### config.mk
export PLATFORM = sky130hd
export DESIGN_NAME = fifo_rd_arb
export DESIGN_NICKNAME = d
export VERILOG_FILES = /design/src/rtl/fifo_rd_arb_pkg.sv /design/src/rtl/fifo_rd_arb_rr_arb2.sv /design/src/rtl/fifo_rd_arb.sv
export SDC_FILE = /design/constraint.sdc
export NUM_CORES = 1
export LEC_CHECK = 0
export CAP_MARGIN = 40
export CORE_UTILIZATION = 39
export DETAILED_ROUTE_END_ITERATION = 12
export PLACE_DENSITY_LB_ADDON = 0.12
export RECOVER_POWER = 100
export SYNTH_ARGS = -nofsm -noshare
export SYNTH_HDL_FRONTEND = slang
export SYNTH_HIERARCHICAL = 1
export SYNTH_SLANG_ARGS = --single-unit
### constraint.sdc
create_clock -name rclk_i -period 1.9 [get_ports rclk_i]
set_clock_uncertainty 0.15 [all_clocks]
set_input_delay 0.19 -clock rclk_i [delete_from_list [all_inputs] [get_ports rclk_i]]
set_output_delay 0.19 -clock rclk_i [all_outputs]
set_load 0.005 [all_outputs]
### src/rtl/fifo_rd_arb_pkg.sv
// Shared types and defaults for the I2C async FIFO read-port arbiter.
// Latency: n/a (declarations only).
// Backpressure: n/a.
package fifo_rd_arb_pkg;

    // Arbiter FSM: single pops from IDLE, locked multi-pop runs in BURST.
    typedef enum logic {
        IDLE  = 1'b0,
        BURST = 1'b1
    } state_e;

    // Requester indices into req/lock/gnt/rvalid vectors.
    localparam int REQ_ENGINE = 0;
    localparam int REQ_REGS   = 1;

    // Default configuration.
    localparam int DEF_DATA_WIDTH   = 8;
    localparam int DEF_MAX_BURST    = 4;
    localparam int DEF_STALL_CYCLES = 16;

endpackage

### src/rtl/fifo_rd_arb_rr_arb2.sv
// Combinational 2-way round-robin picker: one-hot winner among requesters.
// Latency: 0 cycles (pure combinational).
// Backpressure: none; a lone requester always wins, ties go to the one that did not win last.
module rr_arb2
    import fifo_rd_arb_pkg::*;
(
    input  logic [1:0] req_i,
    input  logic       last_i,
    output logic [1:0] gnt_o
);

    // last_i=1 means requester 1 won last time, so requester 0 takes a tie.
    always_comb begin
        gnt_o = req_i;
        if (req_i == 2'b11) begin
            gnt_o[REQ_ENGINE] = last_i;
            gnt_o[REQ_REGS]   = ~last_i;
        end
    end

endmodule

### src/rtl/fifo_rd_arb.sv
// Read-port arbiter/sequencer: round-robin single pops or locked bursts, drives rinc_o. Optional stall timeout: FIFO_RD_ARB_TIMEOUT_EN.
// Latency: gnt_o/rinc_o same cycle as the decision; rdata_o/rvalid_o one cycle after the grant.
// Backpressure: no pop while the FIFO is empty or in reset; a burst owner blocks the other requester.
module fifo_rd_arb
    import fifo_rd_arb_pkg::*;
#(
    parameter int DATA_WIDTH   = DEF_DATA_WIDTH,
    parameter int MAX_BURST    = DEF_MAX_BURST,
    parameter int STALL_CYCLES = DEF_STALL_CYCLES
) (
    input  logic                  rclk_i,
    input  logic                  rrst_ni,
    input  logic [1:0]            req_i,
    input  logic [1:0]            lock_i,
    output logic [1:0]            gnt_o,
    output logic [1:0]            rvalid_o,
    output logic [DATA_WIDTH-1:0] rdata_o,
    output logic                  busy_o,
    output logic                  timeout_o,
    output logic                  rinc_o,
    input  logic [DATA_WIDTH-1:0] fifo_rdata_i,
    input  logic                  rempty_i,
    input  logic                  r_almost_empty_i
);

    localparam int CNT_W = $clog2(MAX_BURST + 1);

    // A locked burst needs room for at least two pops and a non-zero stall limit.
    if (MAX_BURST < 2 || STALL_CYCLES < 1) begin : g_bad_cfg
        $error("fifo_rd_arb: MAX_BURST must be >= 2 and STALL_CYCLES >= 1");
    end

    state_e                state_q, state_d;
    logic                  last_q, last_d;
    logic                  owner_q, owner_d;
    logic [CNT_W-1:0]      cnt_q, cnt_d;
    logic [DATA_WIDTH-1:0] rdata_q, rdata_d;
    logic [1:0]            rvalid_q, rvalid_d;
    logic                  busy_q, busy_d;
    logic [1:0]            arb_gnt;
    logic [1:0]            gnt;
    logic                  win;
    logic                  stall_exit;

`ifdef FIFO_RD_ARB_TIMEOUT_EN
    localparam int STALL_W = $clog2(STALL_CYCLES + 1);
    logic [STALL_W-1:0] stall_q, stall_d;
    logic               timeout_q, timeout_d;
`endif

    rr_arb2 u_rr_arb2 (
        .req_i  (req_i),
        .last_i (last_q),
        .gnt_o  (arb_gnt)
    );

    assign win = arb_gnt[REQ_REGS];

    // Next-state, grant decision and registered-output staging.
    always_comb begin
        state_d    = state_q;
        last_d     = last_q;
        owner_d    = owner_q;
        cnt_d      = cnt_q;
        gnt        = 2'b00;
        stall_exit = 1'b0;
`ifdef FIFO_RD_ARB_TIMEOUT_EN
        stall_d    = stall_q;
        timeout_d  = 1'b0;
`endif
        case (state_q)
            IDLE: begin
                // Gating with rrst_ni keeps rinc_o low while reset is held.
                if (rrst_ni && !rempty_i) begin
                    gnt = arb_gnt;
                end
                if (|gnt) begin
                    last_d = win;
                    // Only lock in when a second word is already present.
                    if (lock_i[win] && !r_almost_empty_i) begin
                        state_d = BURST;
                        owner_d = win;
                        cnt_d   = CNT_W'(1);
`ifdef FIFO_RD_ARB_TIMEOUT_EN
                        stall_d = '0;
`endif
                    end
                end
            end
            BURST: begin
                if (rrst_ni && req_i[owner_q] && !rempty_i) begin
                    gnt[owner_q] = 1'b1;
                end
                if (|gnt) begin
                    cnt_d = cnt_q + CNT_W'(1);
`ifdef FIFO_RD_ARB_TIMEOUT_EN
                    stall_d = '0;
                end else begin
                    stall_d = stall_q + STALL_W'(1);
                    if (stall_d == STALL_W'(STALL_CYCLES)) begin
                        stall_exit = 1'b1;
                        timeout_d  = 1'b1;
                    end
`endif
                end
                if (!lock_i[owner_q] || ((|gnt) && cnt_d == CNT_W'(MAX_BURST)) || stall_exit) begin
                    state_d = IDLE;
                    last_d  = owner_q;   // hand first priority to the other requester
                    cnt_d   = '0;
`ifdef FIFO_RD_ARB_TIMEOUT_EN
                    stall_d = '0;
`endif
                end
            end
            default: state_d = IDLE;
        endcase
        rvalid_d = gnt;
        rdata_d  = (|gnt) ? fifo_rdata_i : rdata_q;
        busy_d   = (state_d == BURST);
    end

    // State and registered outputs; reset defaults let requester 0 win first.
    always_ff @(posedge rclk_i or negedge rrst_ni) begin
        if (!rrst_ni) begin
            state_q  <= IDLE;
            last_q   <= 1'b1;
            owner_q  <= 1'b0;
            cnt_q    <= '0;
            rdata_q  <= '0;
            rvalid_q <= 2'b00;
            busy_q   <= 1'b0;
        end else begin
            state_q  <= state_d;
            last_q   <= last_d;
            owner_q  <= owner_d;
            cnt_q    <= cnt_d;
            rdata_q  <= rdata_d;
            rvalid_q <= rvalid_d;
            busy_q   <= busy_d;
        end
    end

`ifdef FIFO_RD_ARB_TIMEOUT_EN
    // Stall counter and one-cycle timeout pulse.
    always_ff @(posedge rclk_i or negedge rrst_ni) begin
        if (!rrst_ni) begin
            stall_q   <= '0;
            timeout_q <= 1'b0;
        end else begin
            stall_q   <= stall_d;
            timeout_q <= timeout_d;
        end
    end

    assign timeout_o = timeout_q;
`else
    assign timeout_o = 1'b0;
`endif

    assign gnt_o    = gnt;
    assign rinc_o   = |gnt;
    assign rvalid_o = rvalid_q;
    assign rdata_o  = rdata_q;
    assign busy_o   = busy_q;

endmodule

== After elaboration in Yosys (flattened, before gate mapping) ==
Cells that the tools add are included.

* Reduce and logical (&&, ||, !) cells: 16
* Add/subtract/negate cells: 1
* Muxes and demuxes: 27
* Equal/unequal tests: 5
* Magnitude comparators: 3
* Bitwise logic cells: 2

{| class="wikitable"
|+ Operators by type and width
! cell !! number
|-
| $mux 3 || 5
|-
| $mux 1 || 12
|-
| $mux 2 || 5
|-
| $logic_and 1x1->1 || 6
|-
| $pmux 3 s2 || 1
|-
| $reduce_or 2->1 || 3
|-
| $lt 1x2->1 const B || 2
|-
| $ne 2x2->1 const B || 2
|-
| $pmux 1 s2 || 2
|-
| $pmux 2 s2 || 1
|-
| $reduce_and 2->1 || 2
|-
| $add 3x1->3 const B || 1
|-
| $eq 3x3->1 const B || 1
|-
| $logic_not 1->1 || 3
|-
| $reduce_and 3->1 || 1
|-
| $eq 2x2->1 const B || 1
|-
| $ne 2x1->1 const B || 1
|-
| $not 1->1 || 2
|-
| $demux 1 s1 || 1
|-
| $ge 1x1->1 const B || 1
|-
| $logic_or 1x1->1 || 1
|}

* Register bits after elaboration: 16

== Logic depth before layout (Yosys ltp) ==
* Depth after elaboration: 14
* Depth in mapped cells: 7

== Hierarchy ==
Netlist, hierarchy kept.

{| class="wikitable"
|+ Modules (own cells, without submodules)
! module !! area each (um2) !! cells an instance !! instances
|-
| fifo_rd_arb || 838.3 || 78 || 1
|-
| rr_arb2 || 18.8 || 3 || 1
|}

== Least setup slack after synthesis ==
No wires, ideal clock.

* Kind: reg2reg
* From: register last_q
* To: register rdata_q[0], in the netlist rdata_o[0]
* Path slack: -0.204 ns
* Required time: 1.625 ns
* Path buffers: 1
* Data arrival time: 1.829 ns
* Library setup time: 0.125 ns
* Cell stages (with the launch flop): 7
* Cell sequence: dfstp_2 > a21boi_0 > nand2b_1 > a21oi_1 > or2_2 > buf_2 > mux2_2

* Word-level cells in the longest chain between the ends: 6

{| class="wikitable"
|+ Ends and longest elaborated chain
! element !! line !! RTL
|-
| start, declared || fifo_rd_arb.sv:34 || <nowiki>logic last_q, last_d;</nowiki>
|-
| start signal, assigned || fifo_rd_arb.sv:134 || <nowiki>last_q <= last_d;</nowiki>
|-
| $not 1->1 || fifo_rd_arb_rr_arb2.sv:17 || <nowiki>gnt_o[REQ_REGS] = ~last_i;</nowiki>
|-
| $mux 2 || fifo_rd_arb_rr_arb2.sv:15 || <nowiki>if (req_i == 2'b11) begin</nowiki>
|-
| net arb_gnt[1] || fifo_rd_arb.sv:40 || <nowiki>logic [1:0] arb_gnt;</nowiki>
|-
| $mux 2 || fifo_rd_arb.sv:74 || <nowiki>if (rrst_ni && !rempty_i) begin</nowiki>
|-
| $mux 2 || fifo_rd_arb.sv:71 || <nowiki>case (state_q)</nowiki>
|-
| $pmux 2 s2 || fifo_rd_arb.sv:71 ||
|-
| net gnt_o[1] || fifo_rd_arb.sv:15 || <nowiki>output logic [1:0] gnt_o,</nowiki>
|-
| $reduce_or 2->1 || n/a ||
|-
| net rinc_o || fifo_rd_arb.sv:20 || <nowiki>output logic rinc_o,</nowiki>
|-
| end signal, assigned || fifo_rd_arb.sv:137 || <nowiki>rdata_q <= rdata_d;</nowiki>
|-
| end, declared || fifo_rd_arb.sv:37 || <nowiki>logic [DATA_WIDTH-1:0] rdata_q, rdata_d;</nowiki>
|}

The timed path passes the listed nets, and every way through them passes these cells. The select of a mux whose other input is x is not followed.
A chain may end at the register's enable or synchronous reset.

== Worst setup path in the final report ==
* From: register last_q
* To: register rdata_q[3], in the netlist rdata_o[3]

{| class="wikitable"
|+ RTL lines
! element !! line !! RTL
|-
| $mux 2 || fifo_rd_arb_rr_arb2.sv:15 ||
|-
| net arb_gnt[0] || fifo_rd_arb.sv:40 ||
|-
| $mux 2 || fifo_rd_arb.sv:74 ||
|-
| $mux 2 || fifo_rd_arb.sv:71 ||
|-
| $pmux 2 s2 || fifo_rd_arb.sv:71 ||
|-
| $reduce_or 2->1 || fifo_rd_arb.sv:118 || <nowiki>rdata_d = (|gnt) ? fifo_rdata_i : rdata_q;</nowiki>
|}

The timed path passes the listed nets, and every way through them passes these cells. The select of a mux whose other input is x is not followed.

==> summary.md <==
| Metric | Value |
|---|---|
| Tot Pwr | `1457 uW` |
| CTS tree | `built` |
| Yosys top cell area share | `43.80%` |
| Number of detailed-route iterations in the first pass | `4` |
| Synthesized cell area | `857.1 um^2` |
| Antenna cells | `0` |
| R2r endpoint | `rdata_o[3]` |
| Dpl cells | `146` |
| Layout cell share with drive strength beyond 1 | `36.92%` |
| Count leader, synth | `dfrtp_1` |
| Crit path from | `last_q` |
| Critical path fanouts, max | `8` |
| Net count after synthesis | `98` |
| # setup viols final | `10` |
| Core Area | `2022 um^2` |
| DR vias | `790` |
| Sw frac | `28.65%` |
| Hold Crit Class | `primary input to async pin` |
| Largest cells by area after synthesis | `dfrtp_1 44%, mux2_2 12%, dfstp_2 3.1%` |
| Initial Util | `42.39%` |
| Combinational Power Share | `47.8%` |
| Reg2reg start | `last_q` |
| Fin. max-slew vios | `0` |
| Cell area power density | `1027 nW/um^2` |
| Final period util | `104.1%` |
| Sequential Power Share | `36.5%` |
| Sequential Area | `402.9 um^2` |
| P_sw | `417.4 uW` |
| Final WL | `2.078 mm` |
| Critical path launch point type | `register` |
| Fmax | `505.6 MHz` |
| Post-route DRC | `0` |
| Vias in the first global route | `757` |
| Post-synth EDFFs | `0` |
| Die area | `2389 um^2` |
| Setup crit end kind | `register` |
| P&R area growth vs syn | `65.55%` |
| Max-cap viol count | `0` |
| Routability Congestion | `0.7781` |
| # nets final | `148` |
| Data required time of the worst path | `1930 ps` |
| Post-Syn Area per Cell | `10.58 um^2` |
| Leak | `0.0006058 uW` |
| Dominant synthesized flop cell | `dfrtp_1` |
| Asr flop ratio synth | `100.0%` |
| Final Hold Fails | `0` |
| Drt initial violations | `5` |
| #FFs+latches synth | `16` |
| CTS H-tree depth | `1` |
| Initial antenna violation count | `0` |
| Failing checks | `setup timing` |
| Routed len/inst | `13.24 um` |
| ANT nets after route | `0` |
| Post-synthesis sequential area ratio | `46.86%` |
| Largest net degree at the start of global routing | `18` |
| Clk buf depth | `2` |
| FF-to-FF setup slack | `-80 ps` |
| Post-synth top area cell | `dfrtp_1` |
| Row cnt | `16` |
| DP HPWL | `1.467 mm` |
| Place WS | `-216.0 ps` |
| Clock group share of total power | `15.8%` |
| Filler cell count in the final layout | `163` |
| Outcome | `complete, but fails checks` |
| CTS Buf Count | `3` |
| Synth cell types | `35` |
| Maximum vdd drop | `0.6158 mV` |
| Top cells by count, synth | `15 x dfrtp_1, 9 x mux2_2, 6 x nand2_1` |
| YS warnings | `6` |
| Vias per inst | `5.032` |
| Total GRT Usage | `18.67%` |
| FF-to-FF path depth | `8` |
| Internal power | `1040 uW` |
| Multi-input gate area | `473.0 um^2` |
| First-pass GRT wire length | `3.381 mm` |
| Syn Inst Count | `81` |
| Unrepaired setup endpoints after global routing | `true` |
| Final WS setup | `-77.93 ps` |
| Max-slew headroom | `39.68%` |
| Gr ovfl total | `0` |
| Critical path class | `register to register` |
| Clock Sink Count | `16` |
| Total I/O pin count | `31` |
| Period minus WS final | `1978 ps` |
| Die Y | `48.88 um` |
| Final Non-Filler Cells | `157` |
| Die width | `48.88 um` |
| Clock transition at path regs | `100 ps` |
| Port Buffers | `29` |
| CP arrival | `2010 ps` |
| Clk_lat worst skew | `290 ps` |
| Worst-Margin Slew | `904.8 ps` |
| Post-CTS Hold Buffers | `0` |
| Clk root buf | `clkbuf_4` |
-- through the flow --
step                      hold slack (ps)  instance area [um^2]  TNS, ps  util [%]
after floorplan                    -255.6                 870.8        0         -
after global placement              338.7                  1271    -1771     62.87
after detailed placement            350.7                  1271    -2199     62.87
after CTS                           105.3                  1349   -984.5     66.71
after global routing                353.8                  1419    -1650     70.17
final                               345.2                  1419   -617.9     70.17
-- worst max-delay path: stages (launching register included) --
cell and delay (ps):
dfstp_2 560, inv_2 40, a21boi_2 140, buf_4 130
nand2b_4 60, a21oi_4 160, or2_4 160, buf_8 130
mux2_2 340
-- cell usage in the layout, fill, tap and decap left out, types with 2 or more instances in the layout --
cell type and count:
nand3b_1 3, clkbuf_4 3, inv_1 4, a21boi_2 2, dlygate4sd2_1 2, dfrtp_1 14, buf_4 18, buf_6 2
mux2i_1 2, mux2_4 3, clkdlybuf4s50_1 26, mux2_2 6, o21ai_0 2, nand3_1 2, nand2_1 6, nand2b_1 3
a21oi_2 2, a21oi_1 2
-- registers in the layout (all words and copies together) (netlist names) --
name      cells
rdata_o       8
cnt_q         3
rvalid_o      2
busy_o        1
last_q        1
owner_q       1
-- power groups by stage --
stage	combinational (uW)	clock [uW]	sequential, uW
final	696	230	531
after global routing	752	252	550
after CTS	606	235	532
after detailed placement	580	0	537
after global placement	564	0	528
after floorplan	237	0	544
-- how the worst max path moves through the flow --
stage / end / slack [ps] / depth (start not counted)
floorplan: rdata_o[0] / 30 / 7
global placement: rinc_o / -190 / 6
detailed placement: rinc_o / -220 / 6
CTS: cnt_q[2] / -210 / 12
global route: rinc_o / -150 / 7
finish: rdata_o[3] / -80 / 8
-- per-layer routing --
layer	routed length [um]	track usage [%]	vias up
met1	926	23.95	371
met3	82	3.738	7
met2	1016	30.32	26
met5	0	0	-
met4	53	8.333	0
li1	-	-	386
-- logic make-up after synthesis --
kind of cell             share of synthesized area, %
other                                          0.4375
AND/OR/NAND/NOR                                 16.94
multiplexers                                    14.16
adder cells (fa/ha/maj)                         1.460
XOR/XNOR                                        1.022
flip-flops                                      46.86
AO/OA/AOI/OAI                                   13.87
buffers and inverters                           5.255
-- timing repair --
action / CTS / global route
pin swaps: 4 / 7
buffers inserted: 5 / 6
gates resized for setup: 12 / 12
endpoints found under the setup margin: 11 / 16
-- cell type report --
class | count | area share (%)
inverters | 5 | 1.323
flip-flops and latches | 16 | 28.40
multi-input cells | 55 | 33.33
well taps | 27 | 2.381
repair buffers | 50 | 32.01
clock buffers | 4 | 2.557
Power figures use the tool's default switching activity.
